<file path="config.mk">
export PLATFORM = sky130hd
export DESIGN_NAME = fifo_wr_arbiter_flat
export DESIGN_NICKNAME = d
export VERILOG_FILES = /design/src/rtl/fifo_wr_arbiter_if.sv /design/src/rtl/fifo_wr_arbiter.sv /design/src/flat_wrapper.sv
export SDC_FILE = /design/constraint.sdc
export NUM_CORES = 1
export LEC_CHECK = 0
export CORE_ASPECT_RATIO = 1.2
export CORE_MARGIN = 2
export CORE_UTILIZATION = 35
export DETAILED_ROUTE_END_ITERATION = 16
export PLACE_DENSITY = 0.79
export SYNTH_ARGS = -nofsm -noshare
export SYNTH_HDL_FRONTEND = slang
export SYNTH_SLANG_ARGS = --single-unit
</file>
<file path="constraint.sdc">
create_clock -name clk -period 1.9 [get_ports clk]
set_input_delay 0.285 -clock clk [delete_from_list [all_inputs] [get_ports clk]]
set_output_delay 0.285 -clock clk [all_outputs]
set_load 0.01 [all_outputs]
</file>
<file path="src/rtl/fifo_wr_arbiter_if.sv">
`default_nettype none
// ============================================================================
// Module   : fifo_wr_arbiter_if
// Brief    : Requester handshake bundle plus FIFO write-side signals.
// Revision : 1.0
// ============================================================================
interface fifo_wr_arbiter_if #(
    parameter int DATA_WIDTH = 8,
    parameter int NUM_REQ    = 4
);
    logic [NUM_REQ-1:0]            req_valid;
    logic [NUM_REQ*DATA_WIDTH-1:0] req_data;
    logic [NUM_REQ-1:0]            req_ready;
    logic                          fifo_full;
    logic [DATA_WIDTH-1:0]         fifo_data_in;
    logic                          fifo_wr_en;
    logic [NUM_REQ-1:0]            grant;
    logic                          busy;

    modport master (
        output req_valid, req_data, fifo_full,
        input  req_ready, fifo_data_in, fifo_wr_en, grant, busy
    );

    modport slave (
        input  req_valid, req_data, fifo_full,
        output req_ready, fifo_data_in, fifo_wr_en, grant, busy
    );
endinterface
`default_nettype wire

</file>
<file path="src/rtl/fifo_wr_arbiter.sv">
`default_nettype none
// ============================================================================
// Module   : fifo_wr_arbiter
// Brief    : Round-robin burst arbiter sharing one FIFO write port.
// Revision : 1.0
// ============================================================================
module fifo_wr_arbiter #(
    parameter int DATA_WIDTH = 8,
    parameter int NUM_REQ    = 4,
    parameter int MAX_BURST  = 4
) (
    input  wire logic         clk,
    input  wire logic         rst,
    fifo_wr_arbiter_if.slave  bus
);
    localparam int c_PTR_W = (NUM_REQ > 1) ? $clog2(NUM_REQ) : 1;
    localparam int c_CNT_W = $clog2(MAX_BURST) + 1;
    localparam logic [c_CNT_W-1:0] c_LAST_BEAT = c_CNT_W'(MAX_BURST - 1);
    localparam logic [c_PTR_W-1:0] c_LAST_REQ  = c_PTR_W'(NUM_REQ - 1);

    typedef enum logic [0:0] {
        c_ST_IDLE  = 1'b0,
        c_ST_BURST = 1'b1
    } state_t;

    state_t               r_state_q, w_state_d;
    logic [NUM_REQ-1:0]   r_grant_q, w_grant_d;
    logic [c_PTR_W-1:0]   r_ptr_q, w_ptr_d;
    logic [c_CNT_W-1:0]   r_beat_cnt_q, w_beat_cnt_d;

    logic [2*NUM_REQ-1:0] w_rot;
    logic                 w_any_valid;
    logic [c_PTR_W-1:0]   w_win_idx;
    logic [c_PTR_W-1:0]   w_g_idx;
    int                   w_sum;
    logic                 w_busy;
    logic                 w_g_valid;
    logic                 w_xfer;
    logic [DATA_WIDTH-1:0] w_data;

    // Rotate so bit 0 is the requester at ptr; first set bit wins.
    assign w_rot = {bus.req_valid, bus.req_valid} >> r_ptr_q;

    always_comb begin
        w_any_valid = 1'b0;
        w_win_idx   = '0;
        w_sum       = 0;
        for (int k = 0; k < NUM_REQ; k++) begin
            if (!w_any_valid && w_rot[k]) begin
                w_any_valid = 1'b1;
                w_sum       = int'(r_ptr_q) + k;
                if (w_sum >= NUM_REQ) begin
                    w_sum = w_sum - NUM_REQ;
                end
                w_win_idx = c_PTR_W'(w_sum);
            end
        end
    end

    always_comb begin
        w_g_idx = '0;
        w_data  = '0;
        for (int k = 0; k < NUM_REQ; k++) begin
            if (r_grant_q[k]) begin
                w_g_idx = c_PTR_W'(k);
                w_data  = bus.req_data[k*DATA_WIDTH +: DATA_WIDTH];
            end
        end
    end

    assign w_busy    = (r_state_q == c_ST_BURST);
    assign w_g_valid = |(bus.req_valid & r_grant_q);
    // Reset gates the handshake combinationally so nothing is accepted mid-reset.
    assign w_xfer    = w_busy & w_g_valid & ~bus.fifo_full & ~rst;

    assign bus.req_ready    = (w_busy && !bus.fifo_full && !rst) ? r_grant_q : '0;
    assign bus.fifo_wr_en   = w_xfer;
    assign bus.fifo_data_in = w_data;
    assign bus.grant        = r_grant_q;
    assign bus.busy         = w_busy;

    always_comb begin
        w_state_d    = r_state_q;
        w_grant_d    = r_grant_q;
        w_ptr_d      = r_ptr_q;
        w_beat_cnt_d = r_beat_cnt_q;
        case (r_state_q)
            c_ST_IDLE: begin
                if (w_any_valid) begin
                    w_state_d    = c_ST_BURST;
                    w_grant_d    = NUM_REQ'(1) << w_win_idx;
                    w_beat_cnt_d = '0;
                end
            end
            c_ST_BURST: begin
                if ((w_xfer && (r_beat_cnt_q == c_LAST_BEAT)) || !w_g_valid) begin
                    w_state_d    = c_ST_IDLE;
                    w_grant_d    = '0;
                    w_beat_cnt_d = '0;
                    w_ptr_d      = (w_g_idx == c_LAST_REQ) ? '0 : w_g_idx + 1'b1;
                end else if (w_xfer) begin
                    w_beat_cnt_d = r_beat_cnt_q + 1'b1;
                end
            end
            default: begin
                w_state_d = c_ST_IDLE;
                w_grant_d = '0;
            end
        endcase
    end

    always_ff @(posedge clk) begin
        if (rst) begin
            r_state_q    <= c_ST_IDLE;
            r_grant_q    <= '0;
            r_ptr_q      <= '0;
            r_beat_cnt_q <= '0;
        end else begin
            r_state_q    <= w_state_d;
            r_grant_q    <= w_grant_d;
            r_ptr_q      <= w_ptr_d;
            r_beat_cnt_q <= w_beat_cnt_d;
        end
    end
endmodule
`default_nettype wire

</file>
<file path="src/flat_wrapper.sv">
// flat-port wrapper written by rule: the top's interface ports become plain ports
module fifo_wr_arbiter_flat 
#(
    parameter int DATA_WIDTH = 8,
    parameter int NUM_REQ    = 4,
    parameter int MAX_BURST  = 4
)
  (clk, rst, bus_req_valid, bus_req_data, bus_fifo_full, bus_req_ready, bus_fifo_data_in, bus_fifo_wr_en, bus_grant, bus_busy);
  fifo_wr_arbiter_if #(.DATA_WIDTH(DATA_WIDTH), .NUM_REQ(NUM_REQ)) bus_i ();
  input  wire logic clk;
  input  wire logic rst;
  input wire logic [$bits(bus_i.req_valid)-1:0] bus_req_valid;
  input wire logic [$bits(bus_i.req_data)-1:0] bus_req_data;
  input wire logic [$bits(bus_i.fifo_full)-1:0] bus_fifo_full;
  output wire logic [$bits(bus_i.req_ready)-1:0] bus_req_ready;
  output wire logic [$bits(bus_i.fifo_data_in)-1:0] bus_fifo_data_in;
  output wire logic [$bits(bus_i.fifo_wr_en)-1:0] bus_fifo_wr_en;
  output wire logic [$bits(bus_i.grant)-1:0] bus_grant;
  output wire logic [$bits(bus_i.busy)-1:0] bus_busy;
  assign bus_i.req_valid = bus_req_valid;
  assign bus_i.req_data = bus_req_data;
  assign bus_i.fifo_full = bus_fifo_full;
  assign bus_req_ready = bus_i.req_ready;
  assign bus_fifo_data_in = bus_i.fifo_data_in;
  assign bus_fifo_wr_en = bus_i.fifo_wr_en;
  assign bus_grant = bus_i.grant;
  assign bus_busy = bus_i.busy;
  fifo_wr_arbiter #(.DATA_WIDTH(DATA_WIDTH), .NUM_REQ(NUM_REQ), .MAX_BURST(MAX_BURST)) u_core (.clk(clk), .rst(rst), .bus(bus_i));
endmodule
</file>
[Word-level counts from Yosys, hierarchy flattened]
Cells that the tools add are included.
Cells by class
  reduce and logical (&&, ||, !) cells: 17
  shift operators: 2
  magnitude comparators: 4
  add/sub/neg operators: 9
  muxes and demuxes: 31
  bitwise operators: 7
  equal/unequal tests: 5
Operator list (count)
  $mux W8: 4
  $mux W2: 11
  $mux W4: 3
  $ge A3 B3 Y1 const B: 3
  $mux W3: 3
  $pmux W4 S2: 1
  $shr A8 B2 Y4: 1
  $sub A2 B1 Y2 const B: 4
  $mux W1: 7
  $add A2 B2 Y3 const B: 2
  $logic_and A1 B1 Y1: 6
  $logic_not A1 Y1: 6
  $pmux W3 S2: 1
  $reduce_and A2 Y1: 3
  $and A4 B4 Y4: 1
  $reduce_or A4 Y1: 1
  $shl A1 B2 Y4 const A: 1
  $add A2 B1 Y3 const B: 1
  $add A3 B1 Y3 const B: 1
  $and A1 B1 Y1: 3
  $eq A3 B2 Y1 const B: 1
  $ge A2 B3 Y1 const B: 1
  $ne A3 B3 Y1 const B: 1
  $not A1 Y1: 3
  6 further kinds: 6
Storage, ports and cells
  flip-flop bits (word level): 10
  output and inout bits: 18

[Longest topological paths before layout]
  word-level depth: 14
  gate-level depth with buffers: 6
  depth with buffers taken out: 6

[Worst setup path after synthesis]
OpenSTA, ideal clock, no wires.
  kind: register to output
  start: register u_core.r_grant_q[3] (netlist: u_core.bus.grant[3])
  end: output bus_fifo_data_in[0]
  data arrival time: 1.337 ns
  cell stages (with the launch flop): 6
  slack: 0.278 ns
  path buffers: 1
  cell sequence: dfxtp_1 > buf_2 > or2_1 > nor3b_2 > a22oi_1 > o21ai_0
Between the ends
  longest elaborated chain between the ends: 1
Ends and longest elaborated chain
  start: declaration: line fifo_wr_arbiter.sv:27  | logic [NUM_REQ-1:0] r_grant_q, w_grant_d;
  start signal: assignment: line fifo_wr_arbiter.sv:120  | r_grant_q <= w_grant_d;
  $mux W8: line fifo_wr_arbiter.sv:64  | if (r_grant_q[k]) begin
  end: declaration: line flat_wrapper.sv:16  | output wire logic [$bits(bus_i.fifo_data_in)-1:0] bus_fifo_data_in;
Every way passes these cells.

[Worst setup path in the final report]
  start: register u_core.r_grant_q[3] (netlist: u_core.bus.grant[3])
  end: output bus_fifo_wr_en
Between the ends
  longest elaborated chain between the ends: 5
Ends and longest elaborated chain
  $and A4 B4 Y4: line fifo_wr_arbiter.sv:72  | assign w_g_valid = |(bus.req_valid & r_grant_q);
  $reduce_or A4 Y1: line fifo_wr_arbiter.sv:72
  $and A1 B1 Y1 (3 in a row): line fifo_wr_arbiter.sv:74  | assign w_xfer = w_busy & w_g_valid & ~bus.fifo_full & ~rst;
  end: declaration: line flat_wrapper.sv:17  | output wire logic [$bits(bus_i.fifo_wr_en)-1:0] bus_fifo_wr_en;
Every way passes these cells.

==> summary.md <==
| Metric | Value |
|---|---|
| Synth area leaders | dfxtp_1 25%, a22oi_1 17%, a32o_1 4.9% |
| CTS H-tree depth | 1 |
| Max-cap viol count | 0 |
| Largest net degree at the start of global routing | 22 |
| Period utilization | 0.960 |
| Sw Pwr | approximately 0.23 mW |
| Longest Clk Path Bufs | 2 |
| DRT antenna net count | 0 |
| CP bufs+invs | 2 |
| TritonCTS Sinks | 10 |
| Layout Utilization | 0.674 |
| Post-synth top area share | 0.245 |
| Fmax | roughly 0.55 GHz |
| Seq/Total Area, Yosys | 0.245 |
| Vias in the first global route | 1080 |
| Final hold vios | 0 |
| Initial core utilization | 0.362 |
| CP Cell Sequence | buf_4 > a22oi_1 > and2_1 > nor2_1 > dlygate4sd2_1 |
| WL/cell | about 14 um |
| Die width | roughly 48 um |
| WP data arrival | between 1.5 and 2 ns |
| Setup Crit Path Kind | flop to output pin |
| CP Launch Type | flop |
| Gr ovfl total | 0 |
| 1st-iter DRT viols | 34 |
| Mapped Area | 817 um^2 |
| Final #Nets | ~220 |
| Final sum of negative setup slack | 0 ns |
| EDFF count, synth | 0 |
| First-pass GRT wire length | 4340 um |
| Core Rows | 19 |
| CP Max Fanout | 21 |
| Die ar. | 0.00274 mm^2 |
| Synth unique cells | 32 |
| Ant diodes | 0 |
| Slew HR | 0.790 |
| Clock Power Share | 0.255 |
| Final min period | roughly 1.8 ns |
| List of most frequent post-synthesis cells | 18 x a22oi_1, 10 x dfxtp_1, 8 x o21ai_0 |
| Most frequent cell after synthesis | a22oi_1 |
| Mean number of vias per cell | 5.49 |
| Post-synthesis instance total | around 100 |
| TritonCTS Buffers | 3 |
| Total routed wirelength | 2920 um |
| Worst min path class | flop to flop |
| Leading area contributor after synthesis | dfxtp_1 |
| Placer Congestion | a little under 0.8 |
| Placeable Area | 0.00226 mm^2 |
| Die height | ~57 um |
| Via Count | 1115 |
| Worst Path Required | ~1.6 ns |
| Initial antenna violation count | 0 |
| CP delay by family, top | buffers and inverters |
| Port buffer count | 56 |
| DR pass1 iterations | 4 |
| Power Dens Cells | 499 mW/mm^2 |
| Yosys warnings | 0 |
| Setup Skew | about 0.002 ns |
| Sequential power share | 0.307 |
| # IOs | 57 |
| Critical path's slowest cell | dfxtp_1 |
| Worst-Margin Slew | 0.313 ns |
| Combinational share of power | 0.438 |
| Internal power | approximately 0.53 mW |
| Critical Path Sink Type | output pin |
| Total global-route track usage | 0.213 |
| Net Sw Frac | 0.300 |
| Hold_buf cts | 0 |
| Worst path max stage delay | between 0.3 and 0.4 ns |
| Residual DRC | 0 |
| CTS tree | built |
| HPWL Detailed | roughly 2500 um |
| Worst vdd rail ir drop | between 500 and 600 uV |
| Synth Area per Inst | roughly 8.3 um^2 |
| Fraction of registers with async set/reset | 0 |
| Yosys reg bits | 10 |
| Syn-to-layout area delta | 86.2% |
| Syn_nets | 141 |
| Top FF cell, synth | dfxtp_1 |
| Worst skew pair latency | about 0.27 ns |
| Share of layout cells above drive strength 1 | 0.238 |
| Slew Limit Fails | 0 |
| Root Buffer | clkbuf_4 |
| Pleak | between 0.6 and 0.7 nW |
| Outcome | complete, no violations |
| Clk slew on worst S/H paths | roughly 0.070 ns |
| Setup violators final | 0 |
==> through the flow <==
stage / hold WS, ns / setup WS [ns] / total power [mW] / cell area, um^2 / std cells
2_1_floorplan: 0.442 / 0.278 / 0.373 / 817 / 99
3_3_place_gp: 0.460 / -0.134 / 0.580 / 1520 / 198
3_5_place_dp: 0.473 / -0.190 / 0.590 / 1520 / 198
4_1_cts: 0.493 / 0.00103 / 0.774 / 1550 / 202
5_1_grt: 0.517 / -0.00828 / 0.806 / 1520 / 203
6_report: 0.498 / 0.0754 / 0.760 / 1520 / 203
==> metal layers <==
layer | wire (um) | vias to the layer above | global-route usage
li1 | - | 528 | -
met1 | 950 | 508 | 0.194
met2 | 1470 | 71 | 0.400
met3 | 452 | 8 | 0.0707
met4 | 46 | 0 | 0.0772
met5 | 0 | - | 0
==> placed cells by master, fill, tap and decap left out, types with 2 or more instances in the layout <==
cell type	count
mux2i_1	2
clkdlybuf4s50_1	43
or2_1	2
nor2_1	6
o21ai_0	7
o21a_1	2
ha_1	3
a21oi_1	3
clkbuf_4	3
clkbuf_2	4
a32o_1	4
nand2b_1	2
buf_2	4
a22oi_1	18
dfxtp_1	10
inv_1	4
a22o_1	2
mux2_2	2
o21ai_1	2
and2_1	5
dlygate4sd2_1	5
nor3_1	3
buf_4	18
nand2_1	4
==> power groups by stage <==
stage / logic, mW / clock network, mW / registers, mW
after floorplan: 0.128 / 0 / 0.245
after global placement: 0.344 / 0 / 0.237
after detailed placement: 0.353 / 0 / 0.238
after CTS: 0.343 / 0.198 / 0.233
after global routing: 0.363 / 0.208 / 0.235
final: 0.333 / 0.194 / 0.233
==> worst register-to-register path, delay by kind of cell (launching register included) <==
| family | cells | cell delay, ns |
|---|---|---|
| muxes | 1 | 0.35 |
| AOI/OAI and AO/OA | 2 | 0.42 |
| and+or+nand+nor | 1 | 0.20 |
| buffers and inverters | 2 | 0.31 |
| DFF | 1 | 0.31 |
==> kinds of logic after synthesis <==
kind of cell | count (synthesis) | synth area share
buf+inv | 9 | 0.0459
compound gates | 42 | 0.371
simple gates | 31 | 0.240
mux | 4 | 0.0521
fa+ha+maj | 3 | 0.0459
flops | 10 | 0.245
==> final timing paths <==
kind                          startpoint                      to  slack, ns  cells past startpoint
setup reg to reg     u_core.bus.grant[3]       u_core.r_ptr_q[0]       0.20                      6
hold / removal    u_core.r_beat_cnt_q[1]  u_core.r_beat_cnt_q[1]       0.50                      1
hold reg to reg   u_core.r_beat_cnt_q[1]  u_core.r_beat_cnt_q[1]       0.50                      1
setup / recovery     u_core.bus.grant[3]          bus_fifo_wr_en       0.08                      5
==> state kept, by name (all words and copies together) (netlist names) <==
signal               cells
u_core.bus.busy          1
u_core.r_beat_cnt_q      3
u_core.r_ptr_q           2
u_core.bus.grant         4
==> layout make-up <==
class                   instances  area [um^2]
well taps                      31         38.8
repair buffers                 74          649
fillers                       204          737
clock buffers                   4         36.3
flip-flops and latches         10          200
inverters                       4         15.0
multi-input cells              80          582
==> repair_timing <==
action | 4_1_cts | 5_1_grt
gates cloned | 0 | 0
resized for setup | 27 | 10
pin swaps | 0 | 2
endpoints found under the setup margin | 13 | 8
buffers inserted | 0 | 1
(Power assumes the default switching activity.)
